$ cat config.mk
export PLATFORM = sky130hd
export DESIGN_NAME = comm_frame_tx
export DESIGN_NICKNAME = d
export VERILOG_FILES = /design/src/rtl/comm_frame_tx_pkg.sv /design/src/rtl/comm_byte_fifo.sv /design/src/rtl/comm_frame_tx.sv
export SDC_FILE = /design/constraint.sdc
export NUM_CORES = 1
export LEC_CHECK = 0
export ABC_AREA = 1
export CAP_MARGIN = 10
export CORE_MARGIN = 3
export CORE_UTILIZATION = 49
export CTS_BUF_LIST = sky130_fd_sc_hd__clkbuf_2
export DETAILED_ROUTE_END_ITERATION = 10
export SETUP_SLACK_MARGIN = 0.2
export SLEW_MARGIN = 40
export SYNTH_ARGS = -nofsm -noshare
export SYNTH_HDL_FRONTEND = slang
export SYNTH_SLANG_ARGS = --single-unit
$ cat constraint.sdc
create_clock -name clk -period 3.66 [get_ports clk]
set_input_delay 1.098 -clock clk [delete_from_list [all_inputs] [get_ports clk]]
set_output_delay 1.098 -clock clk [all_outputs]
set_load 0.05 [all_outputs]
$ cat src/rtl/comm_frame_tx_pkg.sv
// Shared definitions for the frame transmitter: TX state encoding,
// frame geometry and the FIFO entry layout.
package comm_frame_tx_pkg;

    // TX state machine encoding
    localparam logic [1:0] TX_IDLE  = 2'd0;
    localparam logic [1:0] TX_START = 2'd1;
    localparam logic [1:0] TX_DATA  = 2'd2;
    localparam logic [1:0] TX_STOP  = 2'd3;

    // A frame is words 0..FRAME_WORDS-1; the checksum follows the last word
    localparam int         FRAME_WORDS = 20;
    localparam logic [4:0] LAST_ADR    = 5'(FRAME_WORDS - 1);

    // One FIFO entry: flag marks the checksum byte that closes a frame
    typedef struct packed {
        logic       flag;
        logic [7:0] data;
    } fifo_entry_t;

endpackage

$ cat src/rtl/comm_byte_fifo.sv
// Byte FIFO (9-bit entries) with wrap-around pointers carrying one extra
// bit so that full and empty are distinguishable.
//
// Handshake: a push is accepted when the FIFO is not full, or when a pop
// is accepted in the same cycle; a pop is accepted only when not empty, and
// pop_data shows the head entry combinationally whenever empty is low.
module comm_byte_fifo
    import comm_frame_tx_pkg::*;
#(
    parameter int DEPTH = 32
) (
    input  logic                     clk,
    input  logic                     rst_n,
    input  logic                     push,
    input  fifo_entry_t              push_data,
    input  logic                     pop,
    output fifo_entry_t              pop_data,
    output logic                     full,
    output logic                     empty,
    output logic [$clog2(DEPTH):0]   count
);

    localparam int         AW      = $clog2(DEPTH);
    localparam logic [AW:0] PTR_ONE = (AW + 1)'(1);

    logic [AW:0] wr_ptr_q, wr_ptr_d;
    logic [AW:0] rd_ptr_q, rd_ptr_d;
    fifo_entry_t mem_q [DEPTH];
    logic        do_push;
    logic        do_pop;

    assign empty    = (wr_ptr_q == rd_ptr_q);
    assign full     = (wr_ptr_q[AW] != rd_ptr_q[AW]) &&
                      (wr_ptr_q[AW-1:0] == rd_ptr_q[AW-1:0]);
    assign count    = wr_ptr_q - rd_ptr_q;
    assign do_pop   = pop && !empty;
    assign do_push  = push && (!full || do_pop);
    assign pop_data = mem_q[rd_ptr_q[AW-1:0]];

    // Advance pointers on accepted push / pop
    always_comb begin
        wr_ptr_d = wr_ptr_q;
        rd_ptr_d = rd_ptr_q;
        if (do_push) wr_ptr_d = wr_ptr_q + PTR_ONE;
        if (do_pop)  rd_ptr_d = rd_ptr_q + PTR_ONE;
    end

    // Pointer registers; reset empties the FIFO
    always_ff @(posedge clk or negedge rst_n) begin
        if (!rst_n) begin
            wr_ptr_q <= '0;
            rd_ptr_q <= '0;
        end else begin
            wr_ptr_q <= wr_ptr_d;
            rd_ptr_q <= rd_ptr_d;
        end
    end

    // Storage array; contents are meaningless while empty, so no reset
    always_ff @(posedge clk) begin
        if (do_push) mem_q[wr_ptr_q[AW-1:0]] <= push_data;
    end

endmodule

$ cat src/rtl/comm_frame_tx.sv
// Frame transmitter: captures memory words on the falling edge of RD,
// keeps a running checksum, appends ~sum after word 19, and serialises the
// queued bytes as UART 8N1.
module comm_frame_tx
    import comm_frame_tx_pkg::*;
#(
    parameter int CLKS_PER_BIT = 16,
    parameter int FIFO_DEPTH   = 32
) (
    input  logic       clk,
    input  logic       rst,
    input  logic       RD,
    input  logic [4:0] RdAdr,
    input  logic [7:0] rdData,
    output logic       txd,
    output logic       busy,
    output logic       overflow,
    output logic       frameSent,
    output logic [1:0] dbg_state
);

    localparam int          AW       = $clog2(FIFO_DEPTH);
    localparam logic [9:0]  LAST_CNT = 10'(CLKS_PER_BIT - 1);

    logic        rd_q;
    logic [7:0]  sum_q,   sum_d;
    logic        chk_pend_q, chk_pend_d;
    logic        ovf_q,   ovf_d;
    logic [1:0]  state_q, state_d;
    logic [9:0]  cnt_q,   cnt_d;
    logic [2:0]  bit_q,   bit_d;
    logic [7:0]  shift_q, shift_d;
    logic        flag_q,  flag_d;
    logic        txd_q,   txd_d;

    logic        capture;
    logic        push;
    fifo_entry_t push_data;
    logic        pop;
    fifo_entry_t pop_data;
    logic        fifo_full;
    logic        fifo_empty;
    logic [AW:0] fifo_count;
    logic        drop;

    assign capture = rd_q && !RD;

    comm_byte_fifo #(.DEPTH(FIFO_DEPTH)) u_fifo (
        .clk       (clk),
        .rst_n     (rst),
        .push      (push),
        .push_data (push_data),
        .pop       (pop),
        .pop_data  (pop_data),
        .full      (fifo_full),
        .empty     (fifo_empty),
        .count     (fifo_count)
    );

    // pop is only raised when the FIFO is non-empty, so a full FIFO with pop
    // low is the only case where a push is lost
    assign drop = push && fifo_full && !pop;

    // Capture and checksum: the checksum push owns the cycle after word 19;
    // RD is high two cycles per word, so no capture can collide with it
    always_comb begin
        push       = 1'b0;
        push_data  = '0;
        sum_d      = sum_q;
        chk_pend_d = 1'b0;
        if (chk_pend_q) begin
            push      = 1'b1;
            push_data = '{flag: 1'b1, data: ~sum_q};
            sum_d     = 8'h00;
        end else if (capture && (RdAdr <= LAST_ADR)) begin
            push       = 1'b1;
            push_data  = '{flag: 1'b0, data: rdData};
            sum_d      = ((RdAdr == 5'd0) ? 8'h00 : sum_q) + rdData;
            chk_pend_d = (RdAdr == LAST_ADR);
        end
    end

    // Sticky overflow: cleared by a word-0 capture, set by any dropped push
    always_comb begin
        ovf_d = ovf_q;
        if (!chk_pend_q && capture && (RdAdr == 5'd0)) ovf_d = 1'b0;
        if (drop) ovf_d = 1'b1;
    end

    // TX state machine: IDLE pops, then START, 8 DATA bits LSB first, STOP
    always_comb begin
        state_d = state_q;
        cnt_d   = cnt_q;
        bit_d   = bit_q;
        shift_d = shift_q;
        flag_d  = flag_q;
        pop     = 1'b0;
        case (state_q)
            TX_IDLE: begin
                if (!fifo_empty) begin
                    pop     = 1'b1;
                    shift_d = pop_data.data;
                    flag_d  = pop_data.flag;
                    cnt_d   = '0;
                    bit_d   = '0;
                    state_d = TX_START;
                end
            end
            TX_START: begin
                if (cnt_q == LAST_CNT) begin
                    cnt_d   = '0;
                    state_d = TX_DATA;
                end else begin
                    cnt_d = cnt_q + 10'd1;
                end
            end
            TX_DATA: begin
                if (cnt_q == LAST_CNT) begin
                    cnt_d   = '0;
                    shift_d = {1'b0, shift_q[7:1]};
                    if (bit_q == 3'd7) state_d = TX_STOP;
                    else               bit_d   = bit_q + 3'd1;
                end else begin
                    cnt_d = cnt_q + 10'd1;
                end
            end
            TX_STOP: begin
                if (cnt_q == LAST_CNT) begin
                    cnt_d   = '0;
                    state_d = TX_IDLE;
                end else begin
                    cnt_d = cnt_q + 10'd1;
                end
            end
            default: state_d = TX_IDLE;
        endcase
    end

    // Serial line level for the next cycle, registered for a clean output
    always_comb begin
        case (state_d)
            TX_START: txd_d = 1'b0;
            TX_DATA:  txd_d = shift_d[0];
            default:  txd_d = 1'b1;
        endcase
    end

    // State registers; reset aborts any byte and forces the line idle
    always_ff @(posedge clk or negedge rst) begin
        if (!rst) begin
            rd_q       <= 1'b0;
            sum_q      <= 8'h00;
            chk_pend_q <= 1'b0;
            ovf_q      <= 1'b0;
            state_q    <= TX_IDLE;
            cnt_q      <= '0;
            bit_q      <= '0;
            shift_q    <= 8'h00;
            flag_q     <= 1'b0;
            txd_q      <= 1'b1;
        end else begin
            rd_q       <= RD;
            sum_q      <= sum_d;
            chk_pend_q <= chk_pend_d;
            ovf_q      <= ovf_d;
            state_q    <= state_d;
            cnt_q      <= cnt_d;
            bit_q      <= bit_d;
            shift_q    <= shift_d;
            flag_q     <= flag_d;
            txd_q      <= txd_d;
        end
    end

    assign txd       = txd_q;
    assign overflow  = ovf_q;
    assign busy      = (fifo_count != '0) || (state_q != TX_IDLE);
    assign frameSent = (state_q == TX_STOP) && (cnt_q == LAST_CNT) && flag_q;
    assign dbg_state = state_q;

endmodule
# Yosys cells after proc, flatten, opt, wreduce, memory -nomap -nowiden

Memory sizes are Yosys's and may differ from the RTL's.
Cells that the tools add are included.

$add $sub $neg: 6
Order comparisons: 1
Muxes and demuxes: 32
Equal/unequal tests: 14
Reductions and logical operators: 29
Bitwise gates (word level): 2

Operators with widths:

| kind                    | count |
|---|---|
| $mux W8                 | 6 |
| $mux W10                | 2 |
| $pmux W10 S2            | 1 |
| $pmux W8 S2             | 1 |
| $add A6 B1 Y6 const B   | 2 |
| $logic_and A1 B1 Y1     | 11 |
| $add A10 B1 Y10 const B | 1 |
| $eq A10 B4 Y1 const B   | 1 |
| $mux W1                 | 10 |
| $mux W2                 | 5 |
| $mux W3                 | 3 |
| $mux W9                 | 1 |
| $add A8 B8 Y8           | 1 |
| $not A8 Y8              | 1 |
| $pmux W2 S4             | 1 |
| $reduce_bool A2 Y1      | 4 |
| $eq A2 B2 Y1 const B    | 3 |
| $eq A6 B6 Y1            | 1 |
| $ne A2 B2 Y1 const B    | 3 |
| $pmux W3 S2             | 1 |
| $reduce_bool A6 Y1      | 1 |
| $sub A6 B6 Y6           | 1 |
| $eq A5 B5 Y1            | 1 |
| $eq A5 B5 Y1 const B    | 1 |
| other kinds (15)        | 21 |

Bits in writable memories: 288
Memories: 1
Input port bits: 16
Output and inout port bits: 6
Register bits: 48

Memory list:

| memory       | words | width | read ports | clocked after Yosys merged registers in | write ports | line                 | RTL |
|---|---|---|---|---|---|---|---|
| u_fifo.mem_q | 32    | 9     | 1          | 0                                       | 1           | comm_byte_fifo.sv:28 | `fifo_entry_t mem_q [DEPTH];` |

# Longest topological paths before layout

Depth after elaboration: 8
Depth in mapped cells: 15
Depth with buffers taken out: 14

# Hierarchy

From an unflattened synthesis, not the netlist that was laid out.

Cells, all modules: 1538
Area, all modules: 15327.2 um^2

Modules (own cells, without submodules):

| module         | sequential area each (um^2) | cells each | area an instance (um^2) | instances |
|---|---|---|---|---|
| comm_byte_fifo | 8948.6                      | 1254       | 13123.8                 | 1 |
| comm_frame_tx  | 902.1                       | 284        | 2203.4                  | 1 |

# Worst setup path after synthesis

No wires, ideal clock.

Path type: reg-to-output
Start: register u_fifo.rd_ptr_q[1]
End: output busy
Setup slack: 0.401 ns
Cell stages (with the launch flop): 15
Required time: 2.562 ns
Buffers on the path: 3
Arrival time: 2.161 ns
Cell sequence: dfrtp_1 -> buf_4 -> inv_2 -> buf_4 -> buf_2 -> ha_1 -> nand2_1 -> nand2_1 -> nand2_1 -> nand2_1 -> a21o_1 -> nand2_1 -> nand2_1 -> xor2_1 -> nand3_1

Cells in the longest elaborated chain, start to end: 3

RTL lines:

| what                   | line                 | RTL |
|---|---|---|
| from (decl)            | comm_byte_fifo.sv:27 | `logic [AW:0] rd_ptr_q, rd_ptr_d;` |
| from (signal assigned) | comm_byte_fifo.sv:55 | `rd_ptr_q <= rd_ptr_d;` |
| $sub A6 B6 Y6          | comm_byte_fifo.sv:35 | `assign count = wr_ptr_q - rd_ptr_q;` |
| $reduce_bool A6 Y1     | comm_frame_tx.sv:177 | `assign busy = (fifo_count != '0) \|\| (state_q != TX_IDLE);` |
| $logic_or A1 B1 Y1     | comm_frame_tx.sv:177 |  |
| to (decl)              | comm_frame_tx.sv:16  | `output logic busy,` |

Every way passes these cells.

# Worst setup path after layout

Same ends and word-level chain as after synthesis.

==> out/qor.yml <==
outcome: "finished clean"
synth.ff_latch_count: 336
static_leakage_nw: 6.22
cts_max_path_buffers: 3
final_cell_count_no_fill: 1851
detail-route-antenna-nets: 0
fp-row-count: 62
fmaxAchievable_ghz: 0.276
rr_startpoint: "u_fifo.rd_ptr_q[0]$_DFFE_PN0P_"
tritoncts.num_buffers: 87
io_pins: 22
dr_total_vias: 9935
finalWorstPathRequiredPeriod_ns: 3.62
cts_root_buf: "clkbuf_2"
vias_per_cell: 5.37
hold_path.class: "in -> async"
critPathArrivalTime_ns: 2.52
endpoint_kind: "output pin"
post-dp-hpwl_mm: 21.3
final_util: 0.564
groute.usage.overall: 0.230
slew_headroom: 0.450
worst_hold_slack_ns: 0.229
drc_marker_count_from_the_first_detailed_route_iteration: 884
switching_power_of_the_nets_mw: 2.14
worst_pin_slew_ns: 0.824
synth.yosys.seq_area_share: 0.677
ys.warnings.count: 0
power_density_mw_per_mm2: 484
first_pass_iteration_count_of_the_detailed_router: 5
maxCapViolations: 0
fraction_of_final_layout_cells_with_drive_strength_greater_than_1: 0.171
vias_in_the_first_global_route: 9717
final-max-slew-violation-count: 0
reg2reg_slack_ns: 0.94
antenna_violations_before_repair: 1
drc_viols: 0
worst_setup_path_start_kind: "register"
clock_tree.htree_level_count: 3
max_clock_skew_ns: 0.0855
hold_viol_final: 0
synthesis.area_per_instance_um2: 11.3
critical_path_required_ns: 2.56
crit_path_max_fanout: 2
number_of_buffers_added_on_ports: 21
timing.reg2reg.worst_path_depth: 14
synth.cell_area_mm2: 0.0146
postLayoutSetupSlackWorst_ns: 0.0398
ir_drop_worst_case_vdd_uv: 321
synth.largest_area_cell: "edfxtp_1"
share_seq_of_total_power: 0.554
tritoncts: "built"
crit_type: "reg -> out"
synth_top_cells_by_area: "edfxtp_1, dfrtp_1, nand2_1"
routed_wire_length_per_instance_um: 19.5
clock_latency_on_the_worst_skew_pair_ns: 0.89
part_of_the_total_power_dissipated_in_the_clock_network: 0.341
y_dimension_of_the_die_um: 178
synth_edf_count: 288
grt_setup_unrepaired: "yes"
internal-power_mw: 5.78
asyncSetResetFlopFracSynth: 0.143
synth.lib_cells_used.distinct: 41
finish.net_count: 1440
globalplace.congestion: 0.834
finalWirelength_mm: 36.1
synth_most_common_cell: "edfxtp_1"
swShare: 0.270
setup_viol: 0
clk_pin_slew_worst_setup_hold_paths_ns: 0.10
ys_top_cells_by_count: "edfxtp_1, nand2_1, nor2_1"
synthesis.nets: 1328
post-layout-total-power_mw: 7.92
synth_top_flop_cell: "edfxtp_1"
period_share: 0.989
cts_hold_repair.buffers: 0
die-area_mm2: 0.0318
grt_start_max_net_pins: 158
post-synth-top-area-fraction: 0.594
layout-area-overhead-vs-synth_pct: 12.5
syn-instance-count: 1291
grt_first_pass_wirelength_mm: 55.0
rr_endpoint: "txd$_DFF_PN1_"
starting_density: 0.502
number_of_placed_instances_taps_included: 1690
pre_cts_worst_setup_slack_ns: 0.295
combPwrFrac: 0.105
cts_sinks: 336
core_mm2: 0.0290
die-width_um: 178
grt_overflow_total: 0
-- timing repair --
item / CTS / global route
setup buffers: 7 / 1
endpoints found under the setup margin: 2 / 2
gates resized for setup: 18 / 4
pin swaps: 8 / 6
-- sequential cells by signal, summed over array words and instances, names as in the netlist --
signal	cells
overflow	1
chk_pend_q	1
rd_q	1
cnt_q	10
bit_q	3
u_fifo.wr_ptr_q	6
flag_q	1
sum_q	8
txd	1
dbg_state	2
u_fifo.rd_ptr_q	6
shift_q	8
u_fifo.mem_q	288
-- worst max-delay path by stage --
stage | startpoint | end | slack, ns | depth (start not counted)
2_1_floorplan | u_fifo.rd_ptr_q[1]$_DFFE_PN0P_ | busy | 0.40 | 14
3_3_place_gp | RdAdr[4] | sum_q[6]$_DFFE_PN0P_ | 0.31 | 15
3_5_place_dp | RdAdr[4] | sum_q[6]$_DFFE_PN0P_ | 0.30 | 15
4_1_cts | u_fifo.rd_ptr_q[1]$_DFFE_PN0P_ | busy | -0.1 | 12
5_1_grt | u_fifo.rd_ptr_q[1]$_DFFE_PN0P_ | busy | -0.13 | 12
6_report | u_fifo.rd_ptr_q[1]$_DFFE_PN0P_ | busy | 0.04 | 12
-- placed cells by master, fill, tap and decap left out, types with 5 or more instances in the layout --
cell             count
o21ai_0            114
o22ai_1             25
nand3_1             89
nand2_1            200
o21ai_1             31
xor2_1              16
inv_1               80
ha_1                17
clkdlybuf4s50_1     18
edfxtp_1           288
or2_0                5
nor2_1             199
a21oi_1             24
clkbuf_2           122
o211ai_1            28
inv_2                8
o21ai_4              6
clkinv_1            16
dfrtp_1             43
clkinv_2             7
nand2_2              9
buf_4               58
-- stage by stage --
stage / setup TNS, ns / instance area, um2
finish: 0 / 16400
global route: -0.127 / 16400
CTS: -0.0997 / 16300
detailed placement: 0 / 15400
global placement: 0 / 15400
floorplan: 0 / 14600
-- power by group through the flow --
stage / logic [mW] / registers [mW] / clock network (mW)
finish: 0.834 / 4.39 / 2.70
global route: 0.958 / 4.40 / 2.96
CTS: 0.811 / 4.38 / 2.77
detailed placement: 0.736 / 4.49 / 0
global placement: 0.721 / 4.48 / 0
floorplan: 0.547 / 4.42 / 0
-- layout make-up --
type	instances	area [um2]
inverters	90	343
well taps	384	480
diodes	1	2.50
clock inverters	30	241
flip-flops and latches	336	9860
clock buffers	122	611
repair buffers	83	723
fillers	2543	12600
multi-input cells	805	4120
-- routing by layer --
layer  vias to the layer above  wire [um]  global-route usage
met2                       245      17500               0.373
li1                       4788          -                   -
met3                        62       1720              0.0366
met5                         -          0                   0
met1                      4840      16000               0.317
met4                         0        910              0.0815
-- critical path, cell delays in order (launching register included) --
cell and delay [ns]:
dfrtp_2 0.44, inv_2 0.08, ha_4 0.20, nand2_2 0.05, nand2_2 0.06, nand2_2 0.06, nand2_2 0.05, a21o_1 0.16
nand2_1 0.05, nand2_1 0.06, xor2_1 0.13, nand3_1 0.15, buf_12 0.18
-- kinds of logic after synthesis --
| group | synth area share |
|---|---|
| AND/OR/NAND/NOR | 0.149 |
| flip-flops | 0.677 |
| AO/OA/AOI/OAI | 0.0937 |
| buffers and inverters | 0.0494 |
| adder cells (fa/ha/maj) | 0.0186 |
| XOR/XNOR | 0.0125 |
No activity file was read; power rests on OpenSTA's default activity.
==> edit, RTL diff (same flow settings) <==
Set the parameter `FIFO_DEPTH` to 16 (it was 32).
--- a/src/rtl/comm_frame_tx.sv
+++ b/src/rtl/comm_frame_tx.sv
@@ -7,3 +7,3 @@
     parameter int CLKS_PER_BIT = 16,
-    parameter int FIFO_DEPTH   = 32
+    parameter int FIFO_DEPTH   = 16
 ) (
Formal check against the unedited RTL: same outputs for any inputs over 10 cycles, from zero or initial values and one cycle with rst low; that may be too few to reach the edited logic, so the function may still have changed.
==> edit against the unedited design <==
  * Worst setup slack better by 87 ps
  * Area after synthesis is 41% lower
  * Combinational power is 18% lower
  * Final cell count is 42% lower
  * Hold slack better by 67 ps
  * Routed wire length is 47% lower
  * Total power is 47% lower
  * Sequential cell count is 146 lower
  * Non-clock buffer count is 26 lower
  * Cell area is 42% lower
  * Clock power is 63% lower
==> edit: results (changes against the unedited design) <==
grtUsageMet1_pct: 28.0  # -3.7 points
wl_mm: 19.3  # -47%
syn-num-nets: 841  # -37%
r2r-end: "u_fifo.mem_q[12][2]"
yosysSeqAreaShare_pct: 63.4  # -4.3 points
worst_pin_slew_ps: 816  # -8.56 ps
synth_cell_types: 43  # +4.9%
wl_per_cell_um: 17.8  # -8.6%
avgSynthCellArea_um2: 10.7  # -4.8%
fillCellCount: 1458  # -43%
drive_gt1_share_pct: 12.7  # -4.5 points
clock_latency_ps: 790  # -100 ps
place_congestion: 0.861  # +3.2%
pg_comb_mw: 0.683  # -18%
met2WireLength_mm: 9.60  # -45%
vias: 5885  # -41%
antenna_found_initial: 2  # +1
cts_setup_buffers: 3  # -4
htreeDepth: 4  # +1
numCtsBuffers: 17  # -80%
grt_max_degree: 82  # -48%
grtUsageMet3_pct: 3.28  # -0.39 points
grt_pass1_vias: 5607  # -42%
p_seq_mw: 2.51  # -43%
worstPathArrival_ps: 2440  # -80 ps
clk_pin_slew_ps: 290  # +190 ps
worst_path_largest_cell_delay_ps: 420  # -20 ps
timing.final.crit_share_pct: 96.5  # -2.4 points
final_nets: 884  # -39%
yosys-top-cells-count: "nand2_1 (146), edfxtp_1 (144), nor2_1 (106), o21ai_0 (90), inv_1 (55)"
place_ws_ps: 297  # +1.57 ps
rr_worst_depth: 7  # -7
peakVddDrop_uv: 341  # +6.1%
cts_buffer_depth: 2  # -1
dp_hpwl_mm: 12.0  # -44%
synth_edf_count: 144  # -50%
leakage_nw: 3.73  # -40%
finClkSkew_ps: 43.5  # -42.0 ps
status: "completed"
crit_slowest_cell: "dfrtp_1"
wl_met1_mm: 8.53  # -47%
intPower_mw: 2.92  # -50%
drtIter0Drc: 470  # -47%
ctsResizeCount: 4  # -14
grtUsageMet2_pct: 34.0  # -3.4 points
track_usage_pct: 20.3  # -2.7 points
r2r_slack_ps: 1260  # +320 ps
r2r-start: "chk_pend_q"
p_sw_share_pct: 30.7  # +3.7 points
synth_area_leaders: "edfxtp_1 (50%), dfrtp_1 (13%), nand2_1 (6.3%)"
worstPathMaxFanout: 3  # +1
grt_pass1_wl_mm: 30.5  # -45%
[edit: stage by stage]
step	hold WS, ps	instance area [um2]
final	296	9490
after floorplan	449	8640
after global placement	466	9220
after CTS	281	9470
after detailed placement	473	9220
after global routing	259	9490
[edit: kinds of logic (layout without fill, tap and decap cells)]
kind of cell,count (synthesis),in the layout,share of synthesized area [%]
xor+xnor,17,17,1.81
fa+ha+maj,20,20,2.98
flops,190,190,63.4
buf+inv,96,152,4.82
other cells,0,1,0
compound gates,153,153,10.1
simple gates,329,329,17.0
[edit: critical path: cells and delay by family, from the launching register on]
family                     cells  cell delay [ps]
AOI/OAI and AO/OA              4              660
adders and majority gates      1              290
DFF                            1              420
buffers and inverters          3              290
[edit: cell type report]
type                       count  area, um2  share of cell area [%]
antenna                        1       2.50                  0.0264
clock buffer                  18       90.1                   0.949
clock inverter                14        133                    1.40
inverter                      63        249                    2.62
multi-input combinational    519       2760                    29.1
sequential                   190       5480                    57.8
tap                          220        275                    2.90
timing repair buffer          57        502                    5.29
